<file path="config.mk">
export PLATFORM = sky130hd
export DESIGN_NAME = hangy_autoplayer_flat
export DESIGN_NICKNAME = d
export VERILOG_FILES = /design/src/rtl/hangy_autoplayer_if.sv /design/src/rtl/hangy_autoplayer.sv /design/src/flat_wrapper.sv
export SDC_FILE = /design/constraint.sdc
export NUM_CORES = 1
export LEC_CHECK = 0
export ABC_CLOCK_PERIOD_IN_PS = 2500
export CAP_MARGIN = 20
export CELL_PAD_IN_SITES_DETAIL_PLACEMENT = 1
export CELL_PAD_IN_SITES_GLOBAL_PLACEMENT = 1
export CORE_MARGIN = 2
export CORE_UTILIZATION = 39
export DETAILED_ROUTE_END_ITERATION = 10
export PLACE_DENSITY = 0.84
export SLEW_MARGIN = 15
export SYNTH_ARGS = -nofsm -noshare
export SYNTH_HDL_FRONTEND = slang
export SYNTH_SLANG_ARGS = --single-unit
</file>
<file path="constraint.sdc">
create_clock -name clk -period 2.5 [get_ports clk]
set_input_delay 0.5 -clock clk [delete_from_list [all_inputs] [get_ports clk]]
set_output_delay 0.5 -clock clk [all_outputs]
set_load 0.05 [all_outputs]
</file>
<file path="src/rtl/hangy_autoplayer_if.sv">
// Interface between the hangy autoplayer, its controller and the hangy game core.
// The master side starts games and supplies the core's output; the slave side is the autoplayer.
interface hangy_autoplayer_if;
  logic       start;
  logic [6:0] game_out;
  logic [5:0] game_in;
  logic       busy;
  logic       done;
  logic       won;
  logic       exhausted;
  logic [4:0] guess_count;

  modport master (
    output start, game_out,
    input  game_in, busy, done, won, exhausted, guess_count
  );

  modport slave (
    input  start, game_out,
    output game_in, busy, done, won, exhausted, guess_count
  );
endinterface

</file>
<file path="src/rtl/hangy_autoplayer.sv">
// Scripted self-play for the hangy core: launches a game, then guesses characters in ascending
// order until the core reports win or lose, or the alphabet runs out.
module hangy_autoplayer #(
  parameter int unsigned CHAR_FIRST    = 1,
  parameter int unsigned CHAR_LAST     = 26,
  parameter int unsigned SETTLE_CYCLES = 12,
  parameter int unsigned GEN_CYCLES    = 3
) (
  input logic              clk,
  input logic              reset,
  hangy_autoplayer_if.slave bus
);

  localparam int unsigned CntMax = (SETTLE_CYCLES > GEN_CYCLES) ? SETTLE_CYCLES : GEN_CYCLES;
  localparam int unsigned CntW   = $clog2(CntMax + 1);

  localparam logic [4:0]      CharFirst  = 5'(CHAR_FIRST);
  localparam logic [4:0]      CharLast   = 5'(CHAR_LAST);
  localparam logic [CntW-1:0] GenLast    = CntW'(GEN_CYCLES - 1);
  // CHECK is the final idle cycle before the next pulse, so SETTLE covers one cycle less.
  localparam logic [CntW-1:0] SettleLast = CntW'(SETTLE_CYCLES - 2);

  typedef enum logic [2:0] {
    StIdle, StLaunch, StGenWait, StPulse, StSettle, StCheck, StDone, StExit
  } state_e;

  state_e          state_q;
  logic [CntW-1:0] cnt_q;
  logic [4:0]      char_q;
  logic [4:0]      guess_count_q;
  logic            next_q;
  logic            show_char_q;
  logic            busy_q;
  logic            done_q;
  logic            won_q;
  logic            exhausted_q;

  logic unused_guessed;
  assign unused_guessed = ^bus.game_out[4:0];

  logic [4:0] guess_count_inc;
  assign guess_count_inc = (guess_count_q == 5'd31) ? guess_count_q : guess_count_q + 5'd1;

  always_ff @(posedge clk) begin
    if (reset) begin
      state_q       <= StIdle;
      cnt_q         <= '0;
      char_q        <= CharFirst;
      guess_count_q <= '0;
      next_q        <= 1'b0;
      show_char_q   <= 1'b0;
      busy_q        <= 1'b0;
      done_q        <= 1'b0;
      won_q         <= 1'b0;
      exhausted_q   <= 1'b0;
    end else begin
      next_q <= 1'b0;
      done_q <= 1'b0;
      unique case (state_q)
        StIdle: begin
          if (bus.start) begin
            won_q         <= 1'b0;
            exhausted_q   <= 1'b0;
            guess_count_q <= '0;
            char_q        <= CharFirst;
            busy_q        <= 1'b1;
            show_char_q   <= 1'b1;
            next_q        <= 1'b1;
            state_q       <= StLaunch;
          end
        end
        StLaunch: begin
          cnt_q   <= '0;
          state_q <= StGenWait;
        end
        StGenWait: begin
          if (cnt_q == GenLast) begin
            next_q        <= 1'b1;
            guess_count_q <= guess_count_inc;
            state_q       <= StPulse;
          end else begin
            cnt_q <= cnt_q + CntW'(1);
          end
        end
        StPulse: begin
          cnt_q   <= '0;
          state_q <= StSettle;
        end
        StSettle: begin
          if (cnt_q == SettleLast) begin
            state_q <= StCheck;
          end else begin
            cnt_q <= cnt_q + CntW'(1);
          end
        end
        StCheck: begin
          // game_out is sampled only here; win outranks lose, which outranks exhaustion.
          if (bus.game_out[5] || bus.game_out[6] || (char_q == CharLast)) begin
            if (bus.game_out[5]) begin
              won_q <= 1'b1;
            end else if (bus.game_out[6]) begin
              won_q <= 1'b0;
            end else begin
              exhausted_q <= 1'b1;
            end
            done_q      <= 1'b1;
            busy_q      <= 1'b0;
            show_char_q <= 1'b0;
            state_q     <= StDone;
          end else begin
            char_q        <= char_q + 5'd1;
            next_q        <= 1'b1;
            guess_count_q <= guess_count_inc;
            state_q       <= StPulse;
          end
        end
        StDone: begin
          if (bus.start) begin
            won_q         <= 1'b0;
            exhausted_q   <= 1'b0;
            guess_count_q <= '0;
            char_q        <= CharFirst;
            busy_q        <= 1'b1;
            show_char_q   <= 1'b1;
            next_q        <= 1'b1;
            cnt_q         <= '0;
            // An exhausted game leaves the core mid-guess, so there is no result to exit from.
            state_q       <= exhausted_q ? StLaunch : StExit;
          end
        end
        StExit: begin
          if (cnt_q == '0) begin
            cnt_q <= CntW'(1);
          end else begin
            next_q  <= 1'b1;
            state_q <= StLaunch;
          end
        end
        default: state_q <= StIdle;
      endcase
    end
  end

  assign bus.game_in     = {next_q, show_char_q ? char_q : 5'd0};
  assign bus.busy        = busy_q;
  assign bus.done        = done_q;
  assign bus.won         = won_q;
  assign bus.exhausted   = exhausted_q;
  assign bus.guess_count = guess_count_q;

endmodule
</file>
<file path="src/flat_wrapper.sv">
// flat-port wrapper written by rule: the top's interface ports become plain ports
module hangy_autoplayer_flat 
#(
  parameter int unsigned CHAR_FIRST    = 1,
  parameter int unsigned CHAR_LAST     = 26,
  parameter int unsigned SETTLE_CYCLES = 12,
  parameter int unsigned GEN_CYCLES    = 3
)
  (clk, reset, bus_start, bus_game_out, bus_game_in, bus_busy, bus_done, bus_won, bus_exhausted, bus_guess_count);
  hangy_autoplayer_if bus_i ();
  input logic clk;
  input logic reset;
  input wire logic [$bits(bus_i.start)-1:0] bus_start;
  input wire logic [$bits(bus_i.game_out)-1:0] bus_game_out;
  output wire logic [$bits(bus_i.game_in)-1:0] bus_game_in;
  output wire logic [$bits(bus_i.busy)-1:0] bus_busy;
  output wire logic [$bits(bus_i.done)-1:0] bus_done;
  output wire logic [$bits(bus_i.won)-1:0] bus_won;
  output wire logic [$bits(bus_i.exhausted)-1:0] bus_exhausted;
  output wire logic [$bits(bus_i.guess_count)-1:0] bus_guess_count;
  assign bus_i.start = bus_start;
  assign bus_i.game_out = bus_game_out;
  assign bus_game_in = bus_i.game_in;
  assign bus_busy = bus_i.busy;
  assign bus_done = bus_i.done;
  assign bus_won = bus_i.won;
  assign bus_exhausted = bus_i.exhausted;
  assign bus_guess_count = bus_i.guess_count;
  hangy_autoplayer #(.CHAR_FIRST(CHAR_FIRST), .CHAR_LAST(CHAR_LAST), .SETTLE_CYCLES(SETTLE_CYCLES), .GEN_CYCLES(GEN_CYCLES)) u_core (.clk(clk), .reset(reset), .bus(bus_i));
endmodule
</file>
==> flow_summary_export.csv, run 1 <==
group,metric,value,unit
setup_path,path_class,"reg -> out",
clocking,cts_buffers,3,
clocking,cts_tree,"done",
yosys,synth_seq_cells,22,
place,dpl_cell_area,1600,um^2
yosys,synth_common_cells,"dfxtp_1, nor2_1, nand2_1, a21oi_1, nand3_1",
setup_path,endpoint_kind,"output port",
grt,grt_pass1_vias,1315,
outcome,status,"completed",
setup_path,crit_arrival,1690,ps
yosys,synthCells,164,
finish,stdcell_count,225,
clocking,cts.path.max_buffers,2,
grt,grt_antenna_before_repair,0,
finish,fin_area,1630,um^2
job,max_cap_violations,0,
grt,grt_pass1_wl,5.87,mm
grt,grt.total_usage,17.9,%
yosys,netlist.area_leader.share,31.6,%
floorplanning,placementRows,21,
yosys,synth_area,1400,um^2
yosys,yosysSeqAreaShare,31.6,%
yosys,synthDistinctLibCells,50,
setup_path,cp_max_fo,5,
yosys,yosysTopAreaCell,"dfxtp_1",
routing,ant_nets,0,
timing,maxSlewHeadroom,54.9,%
setup_path,crit_required,2000,ps
grt,grt-ovfl-total,0,
yosys,synth-edff-count,0,
finish,layout-drive-gt1-share,9.50,%
clocking,cts_sinks,22,
floorplanning,dieWidth,63.8,um
routing,first_iter_violations,53,
timing,final.min_clock_period,2190,ps
timing,rsz0062_at_grt,"no",
clocking,cts_setup_buffers,0,
floorplanning,die_area,4070,um^2
yosys,synth-main-ff-cell,"dfxtp_1",
timing,fmax,456,MHz
timing,period_share,87.8,%
finish,nets,198,
timing,worst_pin_slew,676,ps
timing,finalSetupViolCount,0,
clocking,clk_pin_slew,120,ps
finish,insertedDiodeCount,0,
yosys,yosys_warnings,0,
yosys,synth.most_common_cell,"dfxtp_1",
place,dp.cells,222,
setup_path,cp-start-kind,"register",
routing,first_pass_iters,4,
power_and_ir_drop,powerDensity,874,nW/um^2
grt,grt_max_degree,22,
floorplanning,io_pins,25,
worst_hold_path,hold_class,"reg -> reg",
clocking,hold_buffers,0,
clocking,cts_resized,0,
routing,post_drt_wl_per_cell,15.0,um
clocking,h-tree-depth,1,
place,port_buffers,19,
power_and_ir_drop,p_leak,0.580,nW
floorplanning,start_util,41.2,%
timing,setup_tns,0,ps
routing,postRouteWirelength,3.37,mm
routing,avgViaCountPerCell,5.63,
yosys,syn_nets,181,
clocking,insertion_delay,310,ps
routing,drc,0,
timing,finalMaxSlewViolations,0,
timing,skew,7.15,ps
timing,hold_viol,0,
place,hpwl,2.63,mm
floorplanning,dieHeight,63.8,um
floorplanning,core_area,3390,um^2
place,place_congestion,0.750,
yosys,syn_area_per_cell,8.51,um^2
yosys,async_reset_ff_share,0,%
power_and_ir_drop,ir_worst_vdd,0.000436,V
routing,via_count,1266,
finish,synthToLayoutAreaGrowth,16.6,%
clocking,cts_root_buf,"clkbuf_4",
yosys,synthTopCellsByArea,"dfxtp_1, ha_1, nor2_1, a21oi_1, nand2b_1",
-- critical path: stages, from the launching register on --
cell and delay [ps]:
dfxtp_1 440, and2_1 150, clkdlybuf4s50_1 790
-- layout by cell type (no fill, tap or decap), drive strengths merged, types with 3 or more instances in the layout --
cell	Yosys	routed
clkbuf	4	3
clkdlybuf4s50	0	19
nor2	16	16
dfxtp	22	22
a311oi	3	3
ha	7	7
a31oi	3	3
xor2	3	3
nand3	9	9
nand2b	10	10
and2	6	6
nor2b	4	4
nor3	4	4
nand2	13	13
a21oi	11	11
inv	5	5
nand3b	4	4
-- logic make-up after synthesis --
kind of cell	after synthesis	share of synthesized area [%]
adders and majority gates	7	6.28
DFF	22	31.6
xor gates and xnor gates	5	3.14
muxes	4	3.05
buffers and inverters	14	5.38
AOI/OAI and AO/OA	33	17.0
and+or+nand+nor	79	33.5
-- area by class of cell --
class / count / area, um^2
Fill cell: 413 / 1760
Multi-Input combinational cell: 128 / 880
Sequential cell: 22 / 440
Timing Repair Buffer: 21 / 205
Tap cell: 46 / 57.6
Clock buffer: 3 / 22.5
Inverter: 5 / 21.3
-- layer usage --
layer	routed length, um	vias up	track usage [%]
li1	-	622	-
met1	1400	627	20.4
met2	1870	12	34.2
met3	68	5	2.29
met4	34	0	4.89
met5	0	-	0
-- sequential cells by signal, indices dropped and copies added, names as in the netlist --
name	flops
u_core.char_q	5
u_core.bus.guess_count	5
u_core.bus.won	1
u_core.bus.done	1
u_core.show_char_q	1
u_core.next_q	1
u_core.state_q	3
u_core.bus.exhausted	1
u_core.cnt_q	4
-- path summary, 6_finish.rpt --
check | endpoint | startpoint | slack, ps | cells after the start
max | bus_game_in[2] | u_core.char_q[2]$_SDFFE_PP0P_ | 310 | 2
min | u_core.bus.exhausted$_SDFFE_PP0P_ | u_core.bus.exhausted$_SDFFE_PP0P_ | 500 | 2
max reg2reg | u_core.bus.guess_count[3]$_SDFFE_PP0P_ | u_core.bus.guess_count[0]$_SDFFE_PP0P_ | 340 | 7
min reg2reg | u_core.bus.exhausted$_SDFFE_PP0P_ | u_core.bus.exhausted$_SDFFE_PP0P_ | 500 | 2
-- stage by stage --
step / worst slack (ps) / power (W) / hold slack [ps] / utilization (%)
after CTS: 289 / 0.00144 / 515 / 48.0
after floorplan: 263 / 0.00112 / 467 / -
after detailed placement: 272 / 0.00127 / 490 / 47.3
final: 305 / 0.00142 / 504 / 48.0
after global routing: 208 / 0.00154 / 528 / 48.0
after global placement: 326 / 0.00123 / 486 / 47.3
-- power breakdown --
part | internal (W) | switching, W | leakage (nW)
combinational | 0.000303 | 0.000425 | 0.388
sequential | 0.000402 | 0.000128 | 0.179
clock | 0.0000562 | 0.000107 | 0.0138
total | 0.000762 | 0.000660 | 0.580
Power figures use the tool's default switching activity.
==> run 2, diff against run 1 <==
CAP_MARGIN = 30   (was 20)
==> results of run 2 <==
Final layout, timing and power as in run 1 (identical DEF).
==> variant 1, RTL diff (settings of run 2) <==
`CHAR_FIRST` is set to 1 in 2 places; all go to 0.
--- a/src/rtl/hangy_autoplayer.sv
+++ b/src/rtl/hangy_autoplayer.sv
@@ -1,7 +1,7 @@
 // Scripted self-play for the hangy core: launches a game, then guesses characters in ascending
 // order until the core reports win or lose, or the alphabet runs out.
 module hangy_autoplayer #(
-  parameter int unsigned CHAR_FIRST    = 1,
+  parameter int unsigned CHAR_FIRST    = 0,
   parameter int unsigned CHAR_LAST     = 26,
   parameter int unsigned SETTLE_CYCLES = 12,
   parameter int unsigned GEN_CYCLES    = 3
--- a/src/flat_wrapper.sv
+++ b/src/flat_wrapper.sv
@@ -1,7 +1,7 @@
 // flat-port wrapper written by rule: the top's interface ports become plain ports
 module hangy_autoplayer_flat 
 #(
-  parameter int unsigned CHAR_FIRST    = 1,
+  parameter int unsigned CHAR_FIRST    = 0,
   parameter int unsigned CHAR_LAST     = 26,
   parameter int unsigned SETTLE_CYCLES = 12,
   parameter int unsigned GEN_CYCLES    = 3
Function: changed (Yosys sat finds a counterexample within 4 cycles, from zero or initial values and one cycle with reset high).
==> variant 1 against run 2 <==
Worst setup slack worse by 0.092 ns. Non-clock buffer count rose by 3. Critical endpoint is now u_core.bus.guess_count[3]$_SDFFE_PP0P_. Global-route usage grew 1.9 points. Design area grew 7.4%. Routed wire length rose by 16%. Sequential cell count did not move. Area after synthesis up 5.5%. Synthesized cell count grew 4.9%.
Power is not compared: it rests on default switching activity, and its combinational part moved more than twofold at a synthesized area within 25%.
==> variant 1: results (changes against run 2) <==
* Final-layout fill cell count at 446 (+8.0%)
* Top post-synthesis cells by area: dfxtp_1, ha_1, a21oi_1
* Slew margin rel. at 58.4% (+3.5 points)
* CTS Root Cell: clkbuf_8
* Sequential element share of the synthesized area at 29.9% (-1.6 points)
* Starting DRC count in detailed routing at 36 (-32%)
* Final Wtd Congestion at 0.822 (+9.6%)
* Area after DPL at 0.00169 mm^2 (+5.5%)
* DR vias at 1,378 (+8.8%)
* Post-Layout Inst Area at 0.00175 mm^2 (+7.4%)
* Mapped Nets at 189 (+4.4%)
* Detailed placement HPWL at 2980 um (+14%)
* Clock insertion delay at the later pin of the skew report at 0.27 ns (-0.04 ns)
* Gr usage total at 19.8% (+1.9 points)
* Total CTS buffers at 3 (unchanged)
* Reg clk slew, reported paths at 0.09 ns (-0.03 ns)
* Vias in the first global route at 1,457 (+11%)
* Most frequent cells after synthesis: dfxtp_1, a21oi_1, nor2_1
* Clk_skew at 0.0110 ns (+0.00387 ns)
* Synth unique cells at 56 (+12%)
* Outcome: completed
* Global-route wire length before repair at 6690 um (+14%)
* CP max FO at 8 (+3)
* Share of layout cells above drive strength 1 at 11.1% (+1.6 points)
* WP data arrival at 2.47 ns (+0.78 ns)
* Nets at 207 (+4.5%)
==> variant 1: changes by cell type in the layout (fill, tap and decap cells not counted), sizes merged, moves of 4 or more <==
| cell | before | now |
|---|---|---|
| nand2b | 10 | 1 |
| o21ai | 2 | 8 |
| nor2 | 16 | 11 |
| o31ai | 0 | 5 |
| nand2 | 13 | 9 |
| or2 | 0 | 4 |
==> variant 1: layout make-up <==
cell class	instances	area share (%)
inverter	6	1.29
clock buffer	4	3.15
sequential	22	25.2
timing repair buffer	24	13.0
multi-input combinational	133	53.9
tap	48	3.44
==> variant 1: worst max-delay path: stages (launching register included) <==
cell and delay, ns:
dfxtp_1 0.36, ha_1 0.25, and3_1 0.21, ha_1 0.19, a211o_1 0.28, and3_1 0.24, or4_4 0.47, o41ai_2 0.20
==> variant 1: final timing paths <==
| kind | depth (start not counted) | slack [ns] | start | end |
|---|---|---|---|---|
| worst max-delay path | 7 | 0.21 | u_core.bus.guess_count[0]$_SDFFE_PP0P_ | u_core.bus.guess_count[3]$_SDFFE_PP0P_ |
| worst min-delay path | 2 | 0.50 | u_core.bus.guess_count[4]$_SDFFE_PP0P_ | u_core.bus.guess_count[4]$_SDFFE_PP0P_ |
| worst max register to register | 7 | 0.21 | u_core.bus.guess_count[0]$_SDFFE_PP0P_ | u_core.bus.guess_count[3]$_SDFFE_PP0P_ |
| worst min register to register | 2 | 0.50 | u_core.bus.guess_count[4]$_SDFFE_PP0P_ | u_core.bus.guess_count[4]$_SDFFE_PP0P_ |
==> variant 1: through the flow <==
stage / std cells / power (mW) / utilization (%) / setup slack (ns)
after floorplan: 172 / 0.540 / - / 0.124
after global placement: 233 / 0.580 / 46.6 / 0.255
after detailed placement: 233 / 0.591 / 46.6 / 0.182
after CTS: 237 / 0.853 / 48.1 / 0.214
after global routing: 237 / 0.884 / 48.1 / 0.0811
final: 237 / 0.845 / 48.1 / 0.213
==> variant 1: where the power goes <==
part	internal (mW)	total (mW)	switching, mW	leakage [nW]
Sequential	0.365	0.394	0.0293	0.178
Combinational	0.0781	0.191	0.113	0.427
Clock	0.141	0.260	0.120	0.0288
==> variant 1: logic make-up (layout without fill, tap and decap cells) <==
kind of cell	count (synthesis)	in the layout	synth area share, %
simple gates	69	69	28.1
compound gates	52	52	26.3
flops	22	22	29.9
buf+inv	17	34	6.12
fa+ha+maj	7	7	5.95
xor+xnor	4	4	2.89
mux	1	1	0.765
==> variant 1: layer usage <==
metal,up-vias,part of all wire [%],global-route usage [%]
met5,-,0,0
met4,0,1.3,5.21
met3,8,2.2,3.08
met2,19,50,36.7
met1,672,47,23.4
li1,679,-,-
==> variant 2, RTL diff (flow settings as in run 2) <==
Without the edit above. Make the reset (`reset`) asynchronous in one clocked block.
--- a/src/rtl/hangy_autoplayer.sv
+++ b/src/rtl/hangy_autoplayer.sv
@@ -41,7 +41,7 @@
   logic [4:0] guess_count_inc;
   assign guess_count_inc = (guess_count_q == 5'd31) ? guess_count_q : guess_count_q + 5'd1;
 
-  always_ff @(posedge clk) begin
+  always_ff @(posedge clk or posedge reset) begin
     if (reset) begin
       state_q       <= StIdle;
       cnt_q         <= '0;
Formal check against the unedited RTL: differs if reset is asserted again (counterexample within 4 cycles, from zero or initial values and one cycle with reset high); with reset held inactive, the same outputs for 10 cycles.
==> variant 2 against run 2 <==
Design area increased by 14%. Sequential share of layout area grew 2.6 points. Routed wire length rose by 14%. Non-clock buffer count is 1 higher. Critical path depth is the same. Worst setup slack got worse by 0.095 ns. Sequential cell count stayed put. Global-route usage up 0.83 points. Area after synthesis rose by 12%. Critical path type unchanged. Critical endpoint is now bus_game_in[0]. Largest cell class unchanged.
Power is not compared: it rests on default switching activity, and its combinational part moved more than twofold at a synthesized area within 25%.
==> variant 2: results (changes against run 2) <==
* Multiplexer share of the synthesized area at 3.27% (+0.22 points)
* Global-route wire length before repair at 6480 um (+10%)
* Share of layout cells above drive strength 1 at 8.95% (-0.55 points)
* Outcome: completed
* Mapped Nets at 191 (+5.5%)
* Critical path endpoint: bus_game_in[0]
* Slowest CP cell: clkdlybuf4s50_1
* Reg clk slew, reported paths at 0.09 ns (-0.03 ns)
* Clock power share at 12.5%
* Total CTS buffers at 3 (unchanged)
* Synth warnings at 0 (unchanged)
* ANT cells at 0 (unchanged)
* Top_reg_cell synth: dfrtp_1
* CTS resizes at 0 (unchanged)
* H-tree depth at 1 (unchanged)
* WP data arrival at 1.79 ns (+0.10 ns)
* Xor/xnor share of the synthesized area at 2.23% (-0.91 points)
* Combinational power at 1.57 mW
* Post-CTS Setup Bufs at 0 (unchanged)
* Post-synthesis adder-cell area fraction at 5.58% (-0.70 points)
* Setup TNS at 0 ns (unchanged)
* Clock insertion delay at the later pin of the skew report at 0.26 ns (-0.05 ns)
* Clock buffer depth at 2 (unchanged)
* CP delay by family, top: buffers and inverters
* Wire per inst at 16.0 um (+7.1%)
* Number of iterations in the first detailed-routing pass at 4 (unchanged)
* Vias in the first global route at 1,341 (+2.0%)
* Hold Path Depth at 2 (unchanged)
* Reg-to-Reg End: u_core.bus.guess_count[0]$_DFFE_PP0P_
* Synth Area in Compound Gates at 17.9% (+0.82 points)
* CP max FO at 6 (+1)
* Reg2reg path depth at 7 (unchanged)
* Sequential element share of the synthesized area at 35.2% (+3.6 points)
* Reg2Reg Setup Slack at 0.29 ns (-0.05 ns)
* Starting DRC count in detailed routing at 47 (-11%)
* DR vias at 1,350 (+6.6%)
* Initial antenna violation count at 0 (unchanged)
* Final-layout fill cell count at 461 (+12%)
* HP Class: reg -> reg
* CP max stage delay at 0.79 ns (about the same)
* Static leakage at 0.828 nW
* Gr usage total at 18.7% (+0.83 points)
* Nets at 208 (+5.1%)
* Most frequent cells after synthesis: dfrtp_1, nor2_1, nand2_1
* Hold path startpoint: u_core.bus.won$_DFFE_PP0P_
* CTS Root Cell: clkbuf_8
* Worst Hold End: u_core.bus.won$_DFFE_PP0P_
* Detailed placement HPWL at 2830 um (+7.9%)
* Sw Share at 50.1%
* Worst hold slack at 0.548 ns (+0.0439 ns)
* Worst Setup SP: u_core.char_q[0]$_DFFE_PP1P_
* Peak VDD IR at 0.568 mV
* Clk_skew at 0.00360 ns (-0.00355 ns)
* Asr flop ratio synth at 100% (+100 points)
* Final Wtd Congestion at 0.889 (+19%)
* Synth unique cells at 58 (+16%)
* Reg-to-Reg Start: u_core.bus.guess_count[0]$_DFFE_PP0P_
* Slew @ Worst Pin at 0.753 ns (+0.0774 ns)
* Top post-synthesis cells by area: dfrtp_1, ha_1, nor2_1
* Largest net degree at the start of global routing at 25 (+14%)
## variant 2: metrics by stage
step | total power [mW] | std cells | worst slack [ns] | utilization, % | area, um^2
2_1_floorplan | 1.93 | 174 | 0.245 | - | 1570
4_1_cts | 2.69 | 240 | 0.193 | 47.1 | 1860
5_1_grt | 2.89 | 240 | 0.157 | 47.1 | 1860
3_3_place_gp | 2.27 | 236 | 0.272 | 45.3 | 1790
3_5_place_dp | 2.34 | 236 | 0.247 | 45.3 | 1790
6_report | 2.69 | 240 | 0.210 | 47.1 | 1860
## variant 2: area by class of cell
type	count	area [um^2]	share of cell area [%]
multi-input combinational	132	921	49.6
timing repair buffer	22	213	11.5
clock buffer	3	41.3	2.22
inverter	10	37.5	2.02
clock inverter	1	30.0	1.62
sequential	22	552	29.7
tap	50	62.6	3.37
## variant 2: layer usage
layer,global-route usage [%],wire [um],vias up
li1,-,-,666
met2,32.4,1850,18
met1,24.4,1870,664
met3,3.50,105,2
met5,0,0,-
met4,3.32,17,0
